File: src/rtl/hyperbus_phy_traffic_gen.sv
// hyperbus_phy_traffic_gen: looped write/read burst generator and read-data checker for hyperbus_phy
module hyperbus_phy_traffic_gen #(
    parameter int NR_CS       = 2,
    parameter int BURST_WIDTH = 12,
    parameter int LOOP_WIDTH  = 8
) (
    input  logic                   clk_i,
    input  logic                   rst_ni,
    input  logic                   start_i,
    input  logic [1:0]             mode_i,
    input  logic [31:0]            base_addr_i,
    input  logic [BURST_WIDTH-1:0] burst_i,
    input  logic [NR_CS-1:0]       cs_i,
    input  logic [15:0]            seed_i,
    input  logic [LOOP_WIDTH-1:0]  loops_i,
    input  logic [BURST_WIDTH-1:0] stall_at_i,
    input  logic [7:0]             stall_len_i,
    output logic                   busy_o,
    output logic                   done_o,
    output logic [15:0]            err_cnt_o,
    output logic [31:0]            first_err_addr_o,
    output logic                   trans_valid_o,
    input  logic                   trans_ready_i,
    output logic [31:0]            trans_address_o,
    output logic [NR_CS-1:0]       trans_cs_o,
    output logic                   trans_write_o,
    output logic [BURST_WIDTH-1:0] trans_burst_o,
    output logic                   tx_valid_o,
    input  logic                   tx_ready_i,
    output logic [15:0]            tx_data_o,
    output logic [1:0]             tx_strb_o,
    input  logic                   rx_valid_i,
    output logic                   rx_ready_o,
    input  logic [15:0]            rx_data_i
);
    typedef enum logic [2:0] {IDLE, W_REQ, W_DATA, R_REQ, R_DATA, STALL, NEXT, DONE} state_t;
    state_t state_q, state_d;
    logic [1:0] mode_q;
    logic [BURST_WIDTH-1:0] burst_q, stall_at_q, idx_q;
    logic [NR_CS-1:0] cs_q;
    logic [LOOP_WIDTH-1:0] loops_q, loop_q;
    logic [7:0] stall_len_q, stall_cnt_q;
    logic [31:0] addr_q, first_err_q;
    logic [15:0] pat_q, err_q;
    logic start_ok, zero_cfg, last_idx, stall_first, stall_next, mismatch;
    assign start_ok    = state_q == IDLE && start_i;
    assign zero_cfg    = burst_i == '0 || loops_i == '0;
    assign last_idx    = idx_q == burst_q - BURST_WIDTH'(1);
    assign stall_first = stall_len_q != 8'd0 && stall_at_q == '0;
    assign stall_next  = stall_len_q != 8'd0 && idx_q + BURST_WIDTH'(1) == stall_at_q;
    assign mismatch    = rx_data_i != pat_q + 16'(idx_q);
    // state register; reset abandons any run in progress
    always_ff @(posedge clk_i or negedge rst_ni) begin
        if (!rst_ni) state_q <= IDLE;
        else state_q <= state_d;
    end
    // next-state: stall is chosen on the edge that would otherwise present rx_ready for beat stall_at
    always_comb begin
        state_d = state_q;
        case (state_q)
            IDLE:    if (start_i) state_d = zero_cfg ? DONE : (mode_i == 2'd1 ? R_REQ : W_REQ);
            W_REQ:   if (trans_ready_i) state_d = W_DATA;
            W_DATA:  if (tx_ready_i && last_idx) state_d = mode_q == 2'd0 ? NEXT : R_REQ;
            R_REQ:   if (trans_ready_i) state_d = stall_first ? STALL : R_DATA;
            R_DATA:  if (rx_valid_i) state_d = last_idx ? NEXT : (stall_next ? STALL : R_DATA);
            STALL:   if (stall_cnt_q == 8'd1) state_d = R_DATA;
            NEXT:    state_d = loop_q + LOOP_WIDTH'(1) == loops_q ? DONE : (mode_q == 2'd1 ? R_REQ : W_REQ);
            default: state_d = IDLE;
        endcase
    end
    // run configuration, loop/beat counters and read-data checking
    always_ff @(posedge clk_i or negedge rst_ni) begin
        if (!rst_ni) begin
            mode_q      <= '0;
            burst_q     <= '0;
            stall_at_q  <= '0;
            idx_q       <= '0;
            cs_q        <= '0;
            loops_q     <= '0;
            loop_q      <= '0;
            stall_len_q <= '0;
            stall_cnt_q <= '0;
            addr_q      <= '0;
            first_err_q <= '0;
            pat_q       <= '0;
            err_q       <= '0;
        end else begin
            if (start_ok) begin
                mode_q      <= mode_i;
                burst_q     <= burst_i;
                cs_q        <= cs_i;
                loops_q     <= loops_i;
                stall_at_q  <= stall_at_i;
                stall_len_q <= stall_len_i;
                addr_q      <= base_addr_i;
                pat_q       <= seed_i;
                loop_q      <= '0;
                if (!zero_cfg) begin
                    err_q       <= '0;
                    first_err_q <= '0;
                end
            end
            if (state_q == W_REQ || state_q == R_REQ) idx_q <= '0;
            else if ((state_q == W_DATA && tx_ready_i) || (state_q == R_DATA && rx_valid_i)) idx_q <= idx_q + BURST_WIDTH'(1);
            stall_cnt_q <= state_q == STALL ? stall_cnt_q - 8'd1 : stall_len_q;
            if (state_q == R_DATA && rx_valid_i && mismatch) begin
                if (err_q == '0) first_err_q <= addr_q + 32'(idx_q);
                if (err_q != 16'hFFFF) err_q <= err_q + 16'd1;
            end
            if (state_q == NEXT) begin
                loop_q <= loop_q + LOOP_WIDTH'(1);
                addr_q <= addr_q + 32'(burst_q);
                pat_q  <= pat_q + 16'd1;
            end
        end
    end
    assign busy_o           = state_q != IDLE && state_q != DONE;
    assign done_o           = state_q == DONE;
    assign err_cnt_o        = err_q;
    assign first_err_addr_o = first_err_q;
    assign trans_valid_o    = state_q == W_REQ || state_q == R_REQ;
    assign trans_address_o  = addr_q;
    assign trans_cs_o       = cs_q;
    assign trans_write_o    = state_q == W_REQ;
    assign trans_burst_o    = burst_q;
    assign tx_valid_o       = state_q == W_DATA;
    assign tx_data_o        = pat_q + 16'(idx_q);
    assign tx_strb_o        = 2'b11;
    assign rx_ready_o       = state_q == R_DATA;
endmodule
File: config.mk
export PLATFORM = sky130hd
export DESIGN_NAME = hyperbus_phy_traffic_gen
export DESIGN_NICKNAME = d
export VERILOG_FILES = /design/src/rtl/hyperbus_phy_traffic_gen.sv
export SDC_FILE = /design/constraint.sdc
export NUM_CORES = 1
export LEC_CHECK = 0
export BUFFER_PORTS_ARGS = -buffer_cell sky130_fd_sc_hd__buf_2
export CELL_PAD_IN_SITES_DETAIL_PLACEMENT = 1
export CELL_PAD_IN_SITES_GLOBAL_PLACEMENT = 1
export CORE_MARGIN = 2
export CORE_UTILIZATION = 35
export DETAILED_ROUTE_END_ITERATION = 16
export PLACE_DENSITY = 0.81
export SYNTH_ARGS = -nofsm -noshare
export SYNTH_HDL_FRONTEND = slang
export SYNTH_SLANG_ARGS = --single-unit
File: constraint.sdc
create_clock -name clk_i -period 5.2 [get_ports clk_i]
set_input_delay 0.26 -clock clk_i [delete_from_list [all_inputs] [get_ports clk_i]]
set_output_delay 0.26 -clock clk_i [all_outputs]
set_load 0.02 [all_outputs]
==> results.yml <==
routing:
  drc_errors: 0
  ant_nets: 0
  dr.pass1.iters: 5
  drtIter0Drc: 635
  avgRoutedWirePerCell_um: 19.9
  vias: 10878
  wirelength_um: 39400
  vias_per_cell: 5.49
power_and_ir_drop:
  power_frac_clock: 0.170
  swShare: 0.479
  peakVddDrop_mv: 0.289
  switchingPower_w: 0.00387
  p_comb_frac: 0.506
  internal_power_w: 0.00421
  sequentialPowerShare: 0.324
  power_w: 0.00808
  p_leak_nw: 6.17
  powerDensity_nw_per_um2: 598
clock_tree:
  clock_path_buffers: 2
  cts_made_buffers: 17
  cts_resized: 0
  cts_setup_buffers: 0
  cts_sinks: 171
  clock_latency_ns: 0.45
  root_buffer: "clkbuf_16"
  htreeDepth: 4
  cts_tree: "built"
  clk_pin_slew_ns: 0.07
logic_synthesis:
  synthXorXnorAreaFrac: 0.104
  synthMuxAreaShare: 0.0402
  synth_top_family_by_area: "simple AND/OR/NAND/NOR gates"
  ys.flop_type: "dfrtp_1"
  synth_most_common_cell: "nand2_1"
  synth_cell_types: 89
  synthesis.area_um2: 11400
  yosysTopAreaCell: "dfrtp_1"
  synth_seq_cells: 171
  ys_seq_area_frac: 0.376
  synth_common_cells: "nand2_1, dfrtp_1, nor2_1"
  avgSynthCellArea_um2: 8.55
  synth_edf_count: 0
  synth-compound-area-share: 0.149
  syn_inst: 1330
  synth-simple-area-share: 0.237
  synth_fa_ha_area_frac: 0.0537
  synth_top_area_share: 0.376
  yosys_warnings: 0
  synth_area_leaders: "dfrtp_1, nand2_1, xnor2_1, ha_1, xor2_1"
  synthArstFlopShare: 1.00
grt:
  antenna_found_initial: 3
  grt_max_degree: 93
  grt_pass1_vias: 11450
  grt-ovfl-total: 0
  grt_pass1_wl_um: 62200
  track_usage: 0.235
setup_path:
  crit_type: "reg2reg"
  crit_start: "idx_q[0]$_DFFE_PN0P_"
  cp.required_ns: 5.57
  cp-end-kind: "flop"
  crit_path_max_fanout: 32
  arrival_ns: 4.46
  cp-start-kind: "flop"
  reg2reg_from: "idx_q[0]$_DFFE_PN0P_"
die:
  start_util: 0.358
  die_area_um2: 33900
  ioPinCount: 232
  coreArea_um2: 31800
  die_h_um: 184
  fp.dieW_um: 184
  fp-row-count: 65
timing:
  final_max_slew_viol_count: 0
  min_period_ns: 4.09
  worstMarginPinSlew_ns: 1.09
  setup_violations: 0
  hold_violations: 0
  setup_tns_ns: 0
  fin_crit_sh: 0.786
  slew_headroom: 0.277
  rsz0062_at_grt: "no"
  max_freq_mhz: 245
  fin_skew_ns: 0.0158
status:
  outcome: "finished, final reports clean"
finish:
  nNetsFinal: 1691
  drive_gt1_frac: 0.198
  area.growth.synth_to_final_pct: 18.9
  final.fill_count: 3863
run:
  drv_cap: 0
place:
  port_buffers: 229
  dp_hpwl_um: 29500
  gp_congestion: 0.853
min_path:
  hp-start: "stall_len_i[7]"
  min_path_type: "in2reg"
-- cell usage in the layout (no fill, tap or decap), types with 19 or more instances in the layout --
master    count
xnor2_1      66
xor2_1       57
dfrtp_1     171
buf_2       228
and3_1       19
nor2_1      108
o21ai_0      56
nor4_1       20
mux2i_1      42
a21oi_1      54
nand3_1      55
a211oi_1     22
nor3_1       31
inv_1        33
ha_1         44
nand2_1     271
-- final cells by class --
cell class | instances | area, um2 | share of cell area
diodes | 2 | 5.00 | 0.000370
repair buffers | 246 | 1290 | 0.0956
clock buffers | 17 | 425 | 0.0315
well taps | 435 | 544 | 0.0403
clock inverters | 15 | 190 | 0.0141
flip-flops and latches | 171 | 4280 | 0.317
multi-input cells | 1061 | 6660 | 0.493
inverters | 33 | 124 | 0.00916
-- state kept, by name, summed over array words and instances, names as in the netlist --
register and cells:
stall_cnt_q 8, state_q 3, trans_burst_o 12, trans_address_o 32, stall_len_q 8, pat_q 16
stall_at_q 12, loops_q 8, mode_q 2, err_cnt_o 16, idx_q 12, first_err_addr_o 32
loop_q 8, trans_cs_o 2
-- cells by family (layout without fill, tap and decap cells) --
family,Yosys count,in the layout
and+or+nand+nor,585,585
AOI/OAI and AO/OA,254,254
DFF,171,171
xor gates and xnor gates,128,128
buffers and inverters,99,311
adders and majority gates,47,47
muxes,45,45
other,1,4
-- metal layers --
layer / vias to the layer above / GRT usage / routed length (um)
li1: 5052 / - / -
met1: 5424 / 0.297 / 17200
met2: 334 / 0.405 / 19000
met3: 62 / 0.0429 / 2220
met4: 6 / 0.0774 / 998
met5: - / 0 / 37
-- power groups by stage --
| stage | Combinational (W) | Clock (W) | Sequential, W |
|---|---|---|---|
| 2_1_floorplan | 0.00259 | 0 | 0.00271 |
| 3_3_place_gp | 0.00391 | 0 | 0.00259 |
| 3_5_place_dp | 0.00407 | 0 | 0.00262 |
| 4_1_cts | 0.00412 | 0.00139 | 0.00261 |
| 5_1_grt | 0.00451 | 0.00145 | 0.00269 |
| 6_report | 0.00409 | 0.00137 | 0.00261 |
-- worst max-delay path, stage by stage (launching register included) --
cell and delay [ns]:
dfrtp_1 0.49, ha_1 0.31, fa_1 0.43, a21o_1 0.23, a311oi_2 0.36, o21a_2 0.28
a21o_2 0.18, xor3_1 0.21, o311ai_1 0.15, nor4_4 0.08, buf_4 0.22, nor4_4 0.25
buf_4 0.50, mux2i_1 0.26
-- metrics by stage --
step	cell area [um2]	hold slack (ns)	setup WS, ns	util	instances
2_1_floorplan	11400	-0.0356	1.75	-	1331
3_3_place_gp	12800	0.410	1.26	0.404	1941
3_5_place_dp	12800	0.412	1.08	0.404	1941
4_1_cts	13500	0.00120	1.05	0.425	1978
5_1_grt	13500	0.00342	0.732	0.425	1978
6_report	13500	0.00634	1.11	0.425	1980
-- worst paths after layout --
check / end / slack [ns] / cells after the start
setup / recovery: first_err_addr_o[2]$_DFF_PN0_ / 1.11 / 13
hold / removal: stall_len_q[7]$_DFFE_PN0P_ / 0.006 / 3
setup reg to reg: first_err_addr_o[2]$_DFF_PN0_ / 1.11 / 13
hold reg to reg: trans_cs_o[0]$_DFFE_PN0P_ / 0.49 / 2
max in group asynchronous: trans_burst_o[9]$_DFFE_PN0P_ / 3.61 / 3
min in group asynchronous: first_err_addr_o[19]$_DFF_PN0_ / 0.47 / 2
-- repair_timing --
item                                    CTS  global route
endpoints found under the setup margin    0             0
hold buffers                              5             0
hold endpoints to repair                 94             0
Note: power is estimated with default switching activity, not from simulation.
